### src/rtl/icb_pkg.sv
// Shared ICB definitions: bus widths, command/response entry layouts and a
// small helper for FIFO pointer sizing. Used by the bridge, its interface
// and the FIFO sub-module.
package icb_pkg;

  localparam int ADDR_W = 32;
  localparam int DATA_W = 32;
  localparam int MASK_W = 4;

  // One queued command is {read, addr, wdata, wmask} = 69 bits
  localparam int CMD_W = 1 + ADDR_W + DATA_W + MASK_W;

  // One queued response is {rdata, err}
  localparam int RSP_W = DATA_W + 1;

  // Outstanding-transaction counter width (limit is at most 15)
  localparam int OUTS_W = 4;

  typedef struct packed {
    logic              read;
    logic [ADDR_W-1:0] addr;
    logic [DATA_W-1:0] wdata;
    logic [MASK_W-1:0] wmask;
  } icb_cmd_t;

  typedef struct packed {
    logic [DATA_W-1:0] rdata;
    logic              err;
  } icb_rsp_t;

  // Pointers carry one extra wrap bit so full and empty can be told apart
  function automatic int ptr_width(input int depth);
    return $clog2(depth) + 1;
  endfunction

endpackage

### src/rtl/icb_pipe_bridge_if.sv
// ICB bus bundle: command channel (master to slave) and response channel
// (slave to master). The bridge is a slave upstream and a master downstream.
interface icb_pipe_bridge_if;
  import icb_pkg::*;

  logic              cmd_valid;
  logic              cmd_ready;
  logic              cmd_read;
  logic [ADDR_W-1:0] cmd_addr;
  logic [DATA_W-1:0] cmd_wdata;
  logic [MASK_W-1:0] cmd_wmask;

  logic              rsp_valid;
  logic              rsp_ready;
  logic              rsp_err;
  logic [DATA_W-1:0] rsp_rdata;

  modport master (
    output cmd_valid, cmd_read, cmd_addr, cmd_wdata, cmd_wmask, rsp_ready,
    input  cmd_ready, rsp_valid, rsp_err, rsp_rdata
  );

  modport slave (
    input  cmd_valid, cmd_read, cmd_addr, cmd_wdata, cmd_wmask, rsp_ready,
    output cmd_ready, rsp_valid, rsp_err, rsp_rdata
  );

endinterface

### src/rtl/icb_sync_fifo.sv
// Single-clock FIFO with wrap-bit pointers. Pushes into a full FIFO and pops
// from an empty one are ignored, so callers may present raw requests.
// Output data is the head entry, read straight from storage (no bypass).
module icb_sync_fifo
  import icb_pkg::*;
#(
  parameter int WIDTH = CMD_W,
  parameter int DEPTH = 2
) (
  input  logic             clk,
  input  logic             rst,
  input  logic             push,
  input  logic [WIDTH-1:0] wdata,
  input  logic             pop,
  output logic [WIDTH-1:0] rdata,
  output logic             full,
  output logic             empty
);

  localparam int AW = $clog2(DEPTH);
  localparam int PW = ptr_width(DEPTH);

  logic [PW-1:0]    wptr;
  logic [PW-1:0]    rptr;
  logic [WIDTH-1:0] mem [DEPTH];
  logic             do_push;
  logic             do_pop;

  // Same index with differing wrap bits means the writer lapped the reader
  assign full    = (wptr[PW-1] != rptr[PW-1]) && (wptr[AW-1:0] == rptr[AW-1:0]);
  assign empty   = (wptr == rptr);
  assign do_push = push && !full;
  assign do_pop  = pop && !empty;
  assign rdata   = mem[rptr[AW-1:0]];

  // Pointer advance; cleared asynchronously so reset drops all entries
  always_ff @(posedge clk or posedge rst) begin
    if (rst) begin
      wptr <= '0;
      rptr <= '0;
    end else begin
      if (do_push) wptr <= wptr + PW'(1);
      if (do_pop)  rptr <= rptr + PW'(1);
    end
  end

  // Entry storage; contents need no reset since the pointers gate visibility
  always_ff @(posedge clk) begin
    if (do_push) mem[wptr[AW-1:0]] <= wdata;
  end

endmodule

### src/rtl/icb_pipe_bridge.sv
// ICB pipeline bridge: registers upstream commands through a FIFO toward the
// downstream slave and limits the number of outstanding transactions.
// Optional feature: define ICB_PIPE_BRIDGE_RSP_BUF_EN to add a response FIFO
// (one cycle of response latency); otherwise responses pass straight through.
module icb_pipe_bridge
  import icb_pkg::*;
#(
  parameter int DEPTH    = 2,
  parameter int OUTS_MAX = 4
) (
  input  logic                     clk,
  input  logic                     rst,
  icb_pipe_bridge_if.slave         i_icb,
  icb_pipe_bridge_if.master        o_icb,
  output logic                     busy
);

  localparam logic [OUTS_W-1:0] OUTS_LIM = OUTS_W'(OUTS_MAX);

  icb_cmd_t          cmd_in;
  icb_cmd_t          cmd_out;
  logic              cmd_full;
  logic              cmd_empty;
  logic              cmd_ready;
  logic              cmd_push;
  logic              cmd_pop;
  logic              rsp_valid_up;
  logic              rsp_hs;
  logic [OUTS_W-1:0] outs_cnt;

  // ---------------------------------------------------------------------
  // Command path
  // ---------------------------------------------------------------------
  assign cmd_in = '{read:  i_icb.cmd_read,
                    addr:  i_icb.cmd_addr,
                    wdata: i_icb.cmd_wdata,
                    wmask: i_icb.cmd_wmask};

  // Ready ignores a same-cycle pop so a full FIFO never takes a push
  assign cmd_ready       = !cmd_full && (outs_cnt < OUTS_LIM) && !rst;
  assign i_icb.cmd_ready = cmd_ready;
  assign cmd_push        = i_icb.cmd_valid && cmd_ready;
  assign cmd_pop         = !cmd_empty && o_icb.cmd_ready;

  icb_sync_fifo #(
    .WIDTH (CMD_W),
    .DEPTH (DEPTH)
  ) u_cmd_fifo (
    .clk   (clk),
    .rst   (rst),
    .push  (cmd_push),
    .wdata (cmd_in),
    .pop   (cmd_pop),
    .rdata (cmd_out),
    .full  (cmd_full),
    .empty (cmd_empty)
  );

  assign o_icb.cmd_valid = !cmd_empty;
  assign o_icb.cmd_read  = cmd_out.read;
  assign o_icb.cmd_addr  = cmd_out.addr;
  assign o_icb.cmd_wdata = cmd_out.wdata;
  assign o_icb.cmd_wmask = cmd_out.wmask;

  // ---------------------------------------------------------------------
  // Response path
  // A legitimate downstream response always belongs to an outstanding
  // transaction, so responses arriving while not busy are stale (issued
  // before a reset) and are swallowed instead of being forwarded.
  // ---------------------------------------------------------------------
`ifdef ICB_PIPE_BRIDGE_RSP_BUF_EN
  icb_rsp_t rsp_in;
  icb_rsp_t rsp_out;
  logic     rsp_full;
  logic     rsp_empty;

  assign rsp_in = '{rdata: o_icb.rsp_rdata, err: o_icb.rsp_err};

  icb_sync_fifo #(
    .WIDTH (RSP_W),
    .DEPTH (DEPTH)
  ) u_rsp_fifo (
    .clk   (clk),
    .rst   (rst),
    .push  (o_icb.rsp_valid && busy),
    .wdata (rsp_in),
    .pop   (i_icb.rsp_ready),
    .rdata (rsp_out),
    .full  (rsp_full),
    .empty (rsp_empty)
  );

  assign o_icb.rsp_ready = !rsp_full;
  assign rsp_valid_up    = !rsp_empty;
  assign i_icb.rsp_rdata = rsp_out.rdata;
  assign i_icb.rsp_err   = rsp_out.err;
`else
  // busy is cleared asynchronously, so this is also low throughout reset
  assign rsp_valid_up    = o_icb.rsp_valid && busy;
  assign o_icb.rsp_ready = i_icb.rsp_ready;
  assign i_icb.rsp_rdata = o_icb.rsp_rdata;
  assign i_icb.rsp_err   = o_icb.rsp_err;
`endif

  assign i_icb.rsp_valid = rsp_valid_up;
  assign rsp_hs          = rsp_valid_up && i_icb.rsp_ready;

  // ---------------------------------------------------------------------
  // Outstanding-transaction counter
  // ---------------------------------------------------------------------

  // Count accepted commands minus delivered responses; a simultaneous
  // accept and delivery leaves the count unchanged
  always_ff @(posedge clk or posedge rst) begin
    if (rst) begin
      outs_cnt <= '0;
    end else if (cmd_push && !rsp_hs) begin
      outs_cnt <= outs_cnt + OUTS_W'(1);
    end else if (rsp_hs && !cmd_push && (outs_cnt != '0)) begin
      outs_cnt <= outs_cnt - OUTS_W'(1);
    end
  end

  assign busy = (outs_cnt != '0);

endmodule

### src/flat_wrapper.sv
// flat-port wrapper written by rule: the top's interface ports become plain ports
module icb_pipe_bridge_flat import icb_pkg::*;
#(
  parameter int DEPTH    = 2,
  parameter int OUTS_MAX = 4
)
  (clk, rst, busy, i_icb_cmd_valid, i_icb_cmd_read, i_icb_cmd_addr, i_icb_cmd_wdata, i_icb_cmd_wmask, i_icb_rsp_ready, i_icb_cmd_ready, i_icb_rsp_valid, i_icb_rsp_err, i_icb_rsp_rdata, o_icb_cmd_valid, o_icb_cmd_read, o_icb_cmd_addr, o_icb_cmd_wdata, o_icb_cmd_wmask, o_icb_rsp_ready, o_icb_cmd_ready, o_icb_rsp_valid, o_icb_rsp_err, o_icb_rsp_rdata);
  icb_pipe_bridge_if i_icb_i ();
  icb_pipe_bridge_if o_icb_i ();
  input  logic clk;
  input  logic rst;
  output logic busy;
  input wire logic [$bits(i_icb_i.cmd_valid)-1:0] i_icb_cmd_valid;
  input wire logic [$bits(i_icb_i.cmd_read)-1:0] i_icb_cmd_read;
  input wire logic [$bits(i_icb_i.cmd_addr)-1:0] i_icb_cmd_addr;
  input wire logic [$bits(i_icb_i.cmd_wdata)-1:0] i_icb_cmd_wdata;
  input wire logic [$bits(i_icb_i.cmd_wmask)-1:0] i_icb_cmd_wmask;
  input wire logic [$bits(i_icb_i.rsp_ready)-1:0] i_icb_rsp_ready;
  output wire logic [$bits(i_icb_i.cmd_ready)-1:0] i_icb_cmd_ready;
  output wire logic [$bits(i_icb_i.rsp_valid)-1:0] i_icb_rsp_valid;
  output wire logic [$bits(i_icb_i.rsp_err)-1:0] i_icb_rsp_err;
  output wire logic [$bits(i_icb_i.rsp_rdata)-1:0] i_icb_rsp_rdata;
  output wire logic [$bits(o_icb_i.cmd_valid)-1:0] o_icb_cmd_valid;
  output wire logic [$bits(o_icb_i.cmd_read)-1:0] o_icb_cmd_read;
  output wire logic [$bits(o_icb_i.cmd_addr)-1:0] o_icb_cmd_addr;
  output wire logic [$bits(o_icb_i.cmd_wdata)-1:0] o_icb_cmd_wdata;
  output wire logic [$bits(o_icb_i.cmd_wmask)-1:0] o_icb_cmd_wmask;
  output wire logic [$bits(o_icb_i.rsp_ready)-1:0] o_icb_rsp_ready;
  input wire logic [$bits(o_icb_i.cmd_ready)-1:0] o_icb_cmd_ready;
  input wire logic [$bits(o_icb_i.rsp_valid)-1:0] o_icb_rsp_valid;
  input wire logic [$bits(o_icb_i.rsp_err)-1:0] o_icb_rsp_err;
  input wire logic [$bits(o_icb_i.rsp_rdata)-1:0] o_icb_rsp_rdata;
  assign i_icb_i.cmd_valid = i_icb_cmd_valid;
  assign i_icb_i.cmd_read = i_icb_cmd_read;
  assign i_icb_i.cmd_addr = i_icb_cmd_addr;
  assign i_icb_i.cmd_wdata = i_icb_cmd_wdata;
  assign i_icb_i.cmd_wmask = i_icb_cmd_wmask;
  assign i_icb_i.rsp_ready = i_icb_rsp_ready;
  assign i_icb_cmd_ready = i_icb_i.cmd_ready;
  assign i_icb_rsp_valid = i_icb_i.rsp_valid;
  assign i_icb_rsp_err = i_icb_i.rsp_err;
  assign i_icb_rsp_rdata = i_icb_i.rsp_rdata;
  assign o_icb_cmd_valid = o_icb_i.cmd_valid;
  assign o_icb_cmd_read = o_icb_i.cmd_read;
  assign o_icb_cmd_addr = o_icb_i.cmd_addr;
  assign o_icb_cmd_wdata = o_icb_i.cmd_wdata;
  assign o_icb_cmd_wmask = o_icb_i.cmd_wmask;
  assign o_icb_rsp_ready = o_icb_i.rsp_ready;
  assign o_icb_i.cmd_ready = o_icb_cmd_ready;
  assign o_icb_i.rsp_valid = o_icb_rsp_valid;
  assign o_icb_i.rsp_err = o_icb_rsp_err;
  assign o_icb_i.rsp_rdata = o_icb_rsp_rdata;
  icb_pipe_bridge #(.DEPTH(DEPTH), .OUTS_MAX(OUTS_MAX)) u_core (.clk(clk), .rst(rst), .i_icb(i_icb_i), .o_icb(o_icb_i), .busy(busy));
endmodule
### config.mk
export PLATFORM = sky130hd
export DESIGN_NAME = icb_pipe_bridge_flat
export DESIGN_NICKNAME = d
export VERILOG_FILES = /design/src/rtl/icb_pkg.sv /design/src/rtl/icb_pipe_bridge_if.sv /design/src/rtl/icb_sync_fifo.sv /design/src/rtl/icb_pipe_bridge.sv /design/src/flat_wrapper.sv
export SDC_FILE = /design/constraint.sdc
export NUM_CORES = 1
export LEC_CHECK = 0
export CAP_MARGIN = 20
export CORE_ASPECT_RATIO = 0.6
export CORE_UTILIZATION = 49
export CTS_BUF_LIST = sky130_fd_sc_hd__clkbuf_8
export CTS_CLUSTER_SIZE = 14
export DETAILED_ROUTE_END_ITERATION = 10
export HOLD_SLACK_MARGIN = 0.06
export PLACE_DENSITY = 0.87
export SLEW_MARGIN = 20
export SYNTH_ARGS = -nofsm -noshare
export SYNTH_HDL_FRONTEND = slang
export SYNTH_HIERARCHICAL = 1
export SYNTH_SLANG_ARGS = --single-unit
export TNS_END_PERCENT = 20
### constraint.sdc
create_clock -name clk -period 8.9 [get_ports clk]
set_input_delay 2.225 -clock clk [delete_from_list [all_inputs] [get_ports clk]]
set_output_delay 2.225 -clock clk [all_outputs]
set_load 0.03 [all_outputs]
==> results of run 1 <==
-- cells by family after synthesis --
kind of cell | Yosys count | synth area share (%)
flip-flops | 146 | 74.80
multiplexers | 75 | 14.48
buffers and inverters | 49 | 5.924
AND/OR/NAND/NOR | 15 | 1.788
AO/OA/AOI/OAI | 10 | 1.206
XOR/XNOR | 6 | 1.034
adder cells (fa/ha/maj) | 3 | 0.7755
-- worst paths after layout --
| path | end | cells after the start | start | slack [ps] |
|---|---|---|---|---|
| max in group asynchronous | u_core/u_cmd_fifo/rptr[0]$_DFFE_PP0P_ | 2 | rst | 6610 |
| min in group asynchronous | u_core/outs_cnt[3]$_DFFE_PP0P_ | 2 | rst | 2090 |
| setup / recovery | i_icb_cmd_ready | 3 | rst | 3010 |
| setup reg to reg | u_core/u_cmd_fifo/mem[1][46]$_DFFE_PP_ | 7 | u_core/u_cmd_fifo/rptr[0]$_DFFE_PP0P_ | 5010 |
| hold / removal | u_core/outs_cnt[3]$_DFFE_PP0P_ | 1 | u_core/outs_cnt[3]$_DFFE_PP0P_ | 580 |
| hold reg to reg | u_core/outs_cnt[3]$_DFFE_PP0P_ | 1 | u_core/outs_cnt[3]$_DFFE_PP0P_ | 580 |
-- cell type report --
type	instances	area, um^2
Sequential cell	146	4348
Timing Repair Buffer	149	1489
Multi-Input combinational cell	109	1139
Clock buffer	17	234.0
Clock inverter	14	188.9
Inverter	6	22.52
Fill cell	771	3790
Tap cell	160	200.2
-- cell usage after synthesis --
| library cell | instances | share of area (%) |
|---|---|---|
| a211oi_1 | 1 | 0.13 |
| nor4_2 | 1 | 0.22 |
| nor2_2 | 1 | 0.11 |
| nor2_1 | 2 | 0.13 |
| nor2b_1 | 1 | 0.11 |
| a21o_1 | 1 | 0.13 |
| o21ai_0 | 3 | 0.26 |
| a211o_2 | 1 | 0.17 |
| mux2_1 | 2 | 0.39 |
| nand2_1 | 5 | 0.32 |
| mux2_2 | 70 | 14 |
| a21oi_1 | 2 | 0.17 |
| dfrtp_1 | 8 | 3.4 |
| nor4_4 | 1 | 0.37 |
| and2_1 | 1 | 0.11 |
| edfxtp_1 | 138 | 71 |
| ha_1 | 2 | 0.43 |
| or2b_1 | 1 | 0.13 |
| xnor2_1 | 2 | 0.30 |
| mux2i_1 | 3 | 0.52 |
| buf_6 | 3 | 0.58 |
| buf_4 | 35 | 4.5 |
| and2b_2 | 2 | 0.30 |
| fa_1 | 1 | 0.34 |
| xor2_1 | 3 | 0.45 |
| inv_1 | 6 | 0.39 |
| xnor2_2 | 1 | 0.28 |
| buf_2 | 5 | 0.43 |
| o211a_1 | 2 | 0.34 |
-- worst max-delay path: cells and delay by family --
family	cells	cell delay, ps
buffers and inverters	2	1220
AND/OR/NAND/NOR	1	220
-- per-stage QoR --
| stage | setup slack (ps) | cell area, um^2 | std cells |
|---|---|---|---|
| CTS | 2985 | 7621 | 601 |
| finish | 3006 | 7621 | 601 |
| detailed placement | 2993 | 7198 | 570 |
| global route | 2912 | 7621 | 601 |
| floorplan | 2023 | 5808 | 304 |
| global placement | 3061 | 7198 | 570 |
-- metal layers --
layer	global-route usage, %	vias to the layer above	routed length (um)
met3	9.116	20	1241
li1	-	1358	-
met4	6.647	0	153
met2	29.10	163	5100
met5	0	-	0
met1	22.34	1456	4535
-- report_power, final --
part	switching (mW)	internal, mW
sequential	0.104	0.826
clock	0.245	0.304
combinational	0.391	0.382
-- cells in the final DEF, fill, tap and decap left out, drive strengths merged --
master,Yosys,final
a211o,1,1
a211oi,1,1
a21o,1,1
a21oi,2,2
and2,1,1
and2b,2,2
buf,43,1
bufinv,0,4
clkbuf,0,17
clkdlybuf4s50,0,148
clkinv,0,5
clkinvlp,0,1
dfrtp,8,8
edfxtp,138,138
fa,1,1
ha,2,2
inv,6,10
mux2,72,72
mux2i,3,3
nand2,5,5
nor2,3,3
nor2b,1,1
nor4,2,2
o211a,2,2
o21ai,3,3
or2b,1,1
xnor2,3,3
xor2,3,3
-- sequential cells by signal, indices dropped and copies added (netlist names) --
signal / count
u_core/outs_cnt: 4
u_core/u_cmd_fifo/mem: 138
u_core/u_cmd_fifo/rptr: 2
u_core/u_cmd_fifo/wptr: 2
==> metrics.md, run 1 <==
| Metric | Value |
|---|---|
| Vias in the first global route | `3,104` |
| Number of hold buffers added after CTS | `0` |
| Clock H-tree levels | `4` |
| Fin nets | `540` |
| Skew-Pair Late Insertion Delay | `roughly 430 ps` |
| Chip Width | `between 100 and 150 um` |
| Antenna cells | `0` |
| Critical path class | `in2out` |
| Post_cts resized | `0` |
| Data arrival, critical path | `between 3000 and 4000 ps` |
| Highest clock rate | `about 170 MHz` |
| Setup crit start kind | `primary input` |
| Share of cells above drive strength 1 | `around 25%` |
| Register area share after synthesis | `approximately 75%` |
| Die Y-Extent | `86.33 um` |
| Critical-path cell list | `clkdlybuf4s50_1 > nor4_4 > clkdlybuf4s50_1` |
| FP Rows | `30` |
| CP Capture Type | `output port` |
| RSZ-0062 raised after global routing | `false` |
| GRT overflow | `0` |
| Residual DRC | `0` |
| Largest net degree at the start of global routing | `78` |
| Leak | `~2.6 nW` |
| Area growth syn-to-layout | `31.22%` |
| Final setup fails | `0` |
| Final Critical Period | `between 5000 and 6000 ps` |
| Vias per cell | `roughly 5` |
| Worst VDD drop | `0.2000 mV` |
| Clk sinks | `146` |
| Starting Density | `roughly half` |
| First-pass GRT wire length | `about 16,000 um` |
| GR Util All Layers | `18.54%` |
| Wire length per cell | `around 18 um` |
| Die area | `12,310 um^2` |
| Warnings from Yosys | `6` |
| Slew Viols, Final | `0` |
| Max_cap viols | `0` |
| Post-synthesis instance total | `slightly above 300` |
| Cell mode on critical path | `clkdlybuf4s50_1` |
| Tcrit/Tclk final | `about two thirds` |
| Critical-path maximum fanout | `4` |
| Initial antenna violation count | `0` |
| Hold_ws | `579.0 ps` |
| Router iterations before antenna repair | `4` |
| TritonCTS clock tree | `built` |
| Clk slew on worst S/H paths | `70 ps` |
| Initial DRC Count | `around 140` |
| Syn_area_per_cell | `approximately 19 um^2` |
| Skew final | `~12 ps` |
| Gpl congestion | `roughly 0.74` |
| Setup_tns | `0 ps` |
| Post-DP HPWL | `7210 um` |
| ANT nets after route | `0` |
| Ports | `about 220` |
| Post-CTS Setup Repair Bufs | `0` |
| CTS root buf | `clkbuf_8` |
| Total number of vias | `2,997` |
| Worst-Margin Slew | `approximately 1000 ps` |
| PortBufs | `between 100 and 150` |
| Clock Tree Buf Depth | `2` |
| Syn nets | `about 420` |
| Relative slew slack | `slightly above 30%` |
| Total power | `approximately 2.3 mW` |
| Total wire length | `11,030 um` |
| Run status | `finished, final reports clean` |
| #FFs+latches synth | `~150` |
| Hold Path Class | `reg2reg` |
| Mapped Area | `~5800 um^2` |
| Max incr delay on CP | `around 740 ps` |
| Required @ worst endpoint | `~6700 ps` |
| Layout Utilization | `between 60% and 70%` |
| CTS Buf Count | `17` |
| Netlist cell types | `29` |
| Power Dens Cells | `a little under 300 nW/um^2` |
| Final hold violation count | `0` |
| Slowest-stage cell, CP | `clkdlybuf4s50_1` |
| Core area | `approximately 11,000 um^2` |
No activity file was read; power rests on OpenSTA's default activity.
==> run 2, diff against run 1 <==
--- a/config.mk
+++ b/config.mk
@@ -7,12 +7,12 @@
 export LEC_CHECK = 0
 export CAP_MARGIN = 20
 export CORE_ASPECT_RATIO = 0.6
-export CORE_UTILIZATION = 49
+export CORE_UTILIZATION = 41
 export CTS_BUF_LIST = sky130_fd_sc_hd__clkbuf_8
 export CTS_CLUSTER_SIZE = 14
 export DETAILED_ROUTE_END_ITERATION = 10
 export HOLD_SLACK_MARGIN = 0.06
-export PLACE_DENSITY = 0.87
+export PLACE_DENSITY = 0.78
 export SLEW_MARGIN = 20
 export SYNTH_ARGS = -nofsm -noshare
 export SYNTH_HDL_FRONTEND = slang
==> constraint.sdc (replaced) <==
create_clock -name clk -period 5.25 [get_ports clk]
set_input_delay 1.3125 -clock clk [delete_from_list [all_inputs] [get_ports clk]]
set_output_delay 1.3125 -clock clk [all_outputs]
set_load 0.03 [all_outputs]
==> run 2 against run 1 <==
- first-iteration DRC count fell by 47%
- critical path depth up 1
- cell count grew 5.3%
- clock skew decreased by 2.3 ps
- wire length increased by 0.24%
- sequential power up 70%
- hold slack got worse by 0.74 ps
- non-clock buffer count rose by 1
- setup slack got worse by 2000 ps
- count of clock-buffer cells in the layout unchanged
- critical path type is now reg2out
- largest cell class unchanged
- highest routed layer unchanged
==> metrics.md, run 2 (synthesis results as in run 1) <==
| Metric | Value |
|---|---|
| RSZ-0062 raised after global routing | `false (unchanged)` |
| Skew final | `10.08 ps (was 12.39 ps)` |
| DP Worst Slack | `1154 ps (was 2993 ps)` |
| Hold_ws | `578.3 ps (was 579.0 ps)` |
| Clk slew on worst S/H paths | `80 ps (was 70 ps)` |
| FP Rows | `33 (was 30)` |
| Most frequent cells in the layout | `clkdlybuf4s50_1, edfxtp_1, mux2_2 (unchanged)` |
| Clock Tree Buf Depth | `2 (unchanged)` |
| Wire length per cell | `17.47 um (was 18.36 um)` |
| Vias in the first global route | `3,220 (was 3,104)` |
| Final Critical Period | `4234 ps` |
| Hold Path Class | `reg2reg (unchanged)` |
| TritonCTS clock tree | `built (unchanged)` |
| Worst-Margin Slew | `1067 ps (was 1034 ps)` |
| Die Y-Extent | `94.20 um (was 86.33 um)` |
| Register area | `4348 um^2 (unchanged)` |
| Max_cap viols | `0 (unchanged)` |
| CTS Buf Count | `17 (unchanged)` |
| Post_cts resized | `0 (unchanged)` |
| Vias per cell | `4.716 (was 4.987)` |
| Dpl cell area | `7246 um^2 (was 7198 um^2)` |
| CP Capture Type | `output port (unchanged)` |
| Setup_tns | `0 ps (unchanged)` |
| Total wire length | `11,060 um (was 11,030 um)` |
| Max FFs per register | `138 (unchanged)` |
| Fin cells | `633 (was 601)` |
| Run status | `finished, final reports clean (unchanged)` |
| Highest clock rate | `236.2 MHz` |
| Number of hold buffers added after CTS | `0 (unchanged)` |
| Die area | `14,660 um^2 (was 12,310 um^2)` |
| Commonest non-fill, non-tap cell in the layout | `clkdlybuf4s50_1 (unchanged)` |
| Tcrit/Tclk final | `roughly four fifths` |
| CTS root buf | `clkbuf_8 (unchanged)` |
| PortBufs | `148 (unchanged)` |
| Area growth syn-to-layout | `31.15% (was 31.22%)` |
| Chip Width | `155.7 um (was 142.6 um)` |
| Skew-Pair Late Insertion Delay | `420 ps (was 430 ps)` |
| Clk sinks | `146 (unchanged)` |
| Slew Viols, Final | `0 (unchanged)` |
| Setup crit start kind | `register (was primary input)` |
| Power Dens Cells | `489.4 nW/um^2 (was 295.5 nW/um^2)` |
| Required @ worst endpoint | `3940 ps (was 6680 ps)` |
| Final setup fails | `0 (unchanged)` |
| Post-DP HPWL | `7193 um (was 7210 um)` |
| Final setup margin | `1016 ps (was 3006 ps)` |
| Critical path class | `reg2out (was in2out)` |
| Area of the multi-input gates | `1139 um^2 (unchanged)` |
| Antenna cells | `0 (unchanged)` |
| Worst VDD drop | `0.2633 mV (was 0.2000 mV)` |
| First-pass GRT wire length | `16,450 um (was 16,380 um)` |
| Initial antenna violation count | `0 (unchanged)` |
| Total number of vias | `2,985 (was 2,997)` |
| Data arrival, critical path | `2920 ps (was 3670 ps)` |
| Clock H-tree levels | `4 (unchanged)` |
| Gpl congestion | `0.7208 (was 0.7365)` |
| ANT nets after route | `0 (unchanged)` |
| Largest net degree at the start of global routing | `78 (unchanged)` |
| Post-route cell area | `7617 um^2 (was 7621 um^2)` |
| Fillers | `1,053 (was 771)` |
| Post-CTS Setup Repair Bufs | `0 (unchanged)` |
| Ports | `215 (unchanged)` |
| Post-placement cell count | `603 (was 570)` |
| Share of cells above drive strength 1 | `25.17% (was 24.94%)` |
| Router iterations before antenna repair | `4 (unchanged)` |
| Total power | `3.728 mW (was 2.252 mW)` |
| Residual DRC | `0 (unchanged)` |
| Core area | `13,750 um^2 (was 11,410 um^2)` |
| Starting Density | `42.24% (was 50.90%)` |
| Critical-path maximum fanout | `77 (was 4)` |
| Fin nets | `541 (was 540)` |
| Final hold violation count | `0 (unchanged)` |
| GR Util All Layers | `15.40% (was 18.54%)` |
| Leak | `2.543 nW (was 2.578 nW)` |
| GRT overflow | `0 (unchanged)` |
| Layout Utilization | `55.40% (was 66.79%)` |
| Relative slew slack | `28.89% (was 31.05%)` |
| Initial DRC Count | `75 (was 141)` |
run 2: cell count changes in the layout (fill, tap and decap cells not counted), sizes merged:
cell and change:
clkinvlp +4, clkinv -3, bufinv -2, buf +1
run 2: where the power goes:
| part | switching, mW | total [mW] | internal (mW) | leakage [nW] |
|---|---|---|---|---|
| clock network | 0.417 | 0.834 | 0.417 | 0.178 |
| logic | 0.669 | 1.32 | 0.649 | 1.03 |
| registers | 0.176 | 1.58 | 1.40 | 1.34 |
run 2: worst max-delay path, cell delays in order, from the launching register on:
cell and delay (ps):
dfrtp_4 1100, xor2_1 240, nor2_1 110, nor4_4 300
clkdlybuf4s50_1 740
run 2: area by class of cell:
cell class / instances / share of cell area (%)
multi-input cells: 109 / 14.95
well taps: 192 / 3.154
clock inverters: 13 / 1.807
flip-flops and latches: 146 / 57.08
repair buffers: 150 / 19.65
inverters: 6 / 0.2957
clock buffers: 17 / 3.072
run 2: final timing paths:
| check | start | endpoint | slack [ps] | cells past startpoint |
|---|---|---|---|---|
| max | u_core/u_cmd_fifo/rptr[0]$_DFFE_PP0P_ | i_icb_cmd_ready | 1020 | 4 |
| min | u_core/outs_cnt[0]$_DFFE_PP0P_ | u_core/outs_cnt[0]$_DFFE_PP0P_ | 580 | 1 |
| max reg2reg | u_core/u_cmd_fifo/rptr[0]$_DFFE_PP0P_ | u_core/u_cmd_fifo/mem[0][11]$_DFFE_PP_ | 1900 | 5 |
| min reg2reg | u_core/outs_cnt[0]$_DFFE_PP0P_ | u_core/outs_cnt[0]$_DFFE_PP0P_ | 580 | 1 |
| max in group asynchronous | rst | u_core/u_cmd_fifo/rptr[0]$_DFFE_PP0P_ | 3870 | 2 |
| min in group asynchronous | rst | u_core/outs_cnt[0]$_DFFE_PP0P_ | 1200 | 2 |
run 2: layer usage:
layer  global-route usage (%)  vias up  part of all wire, %
met2                    25.11      146                   46
met5                        0        -                    0
met4                    4.657        0                 0.55
li1                         -     1367                    -
met1                    18.52     1465                   45
met3                    6.688        7                  9.0
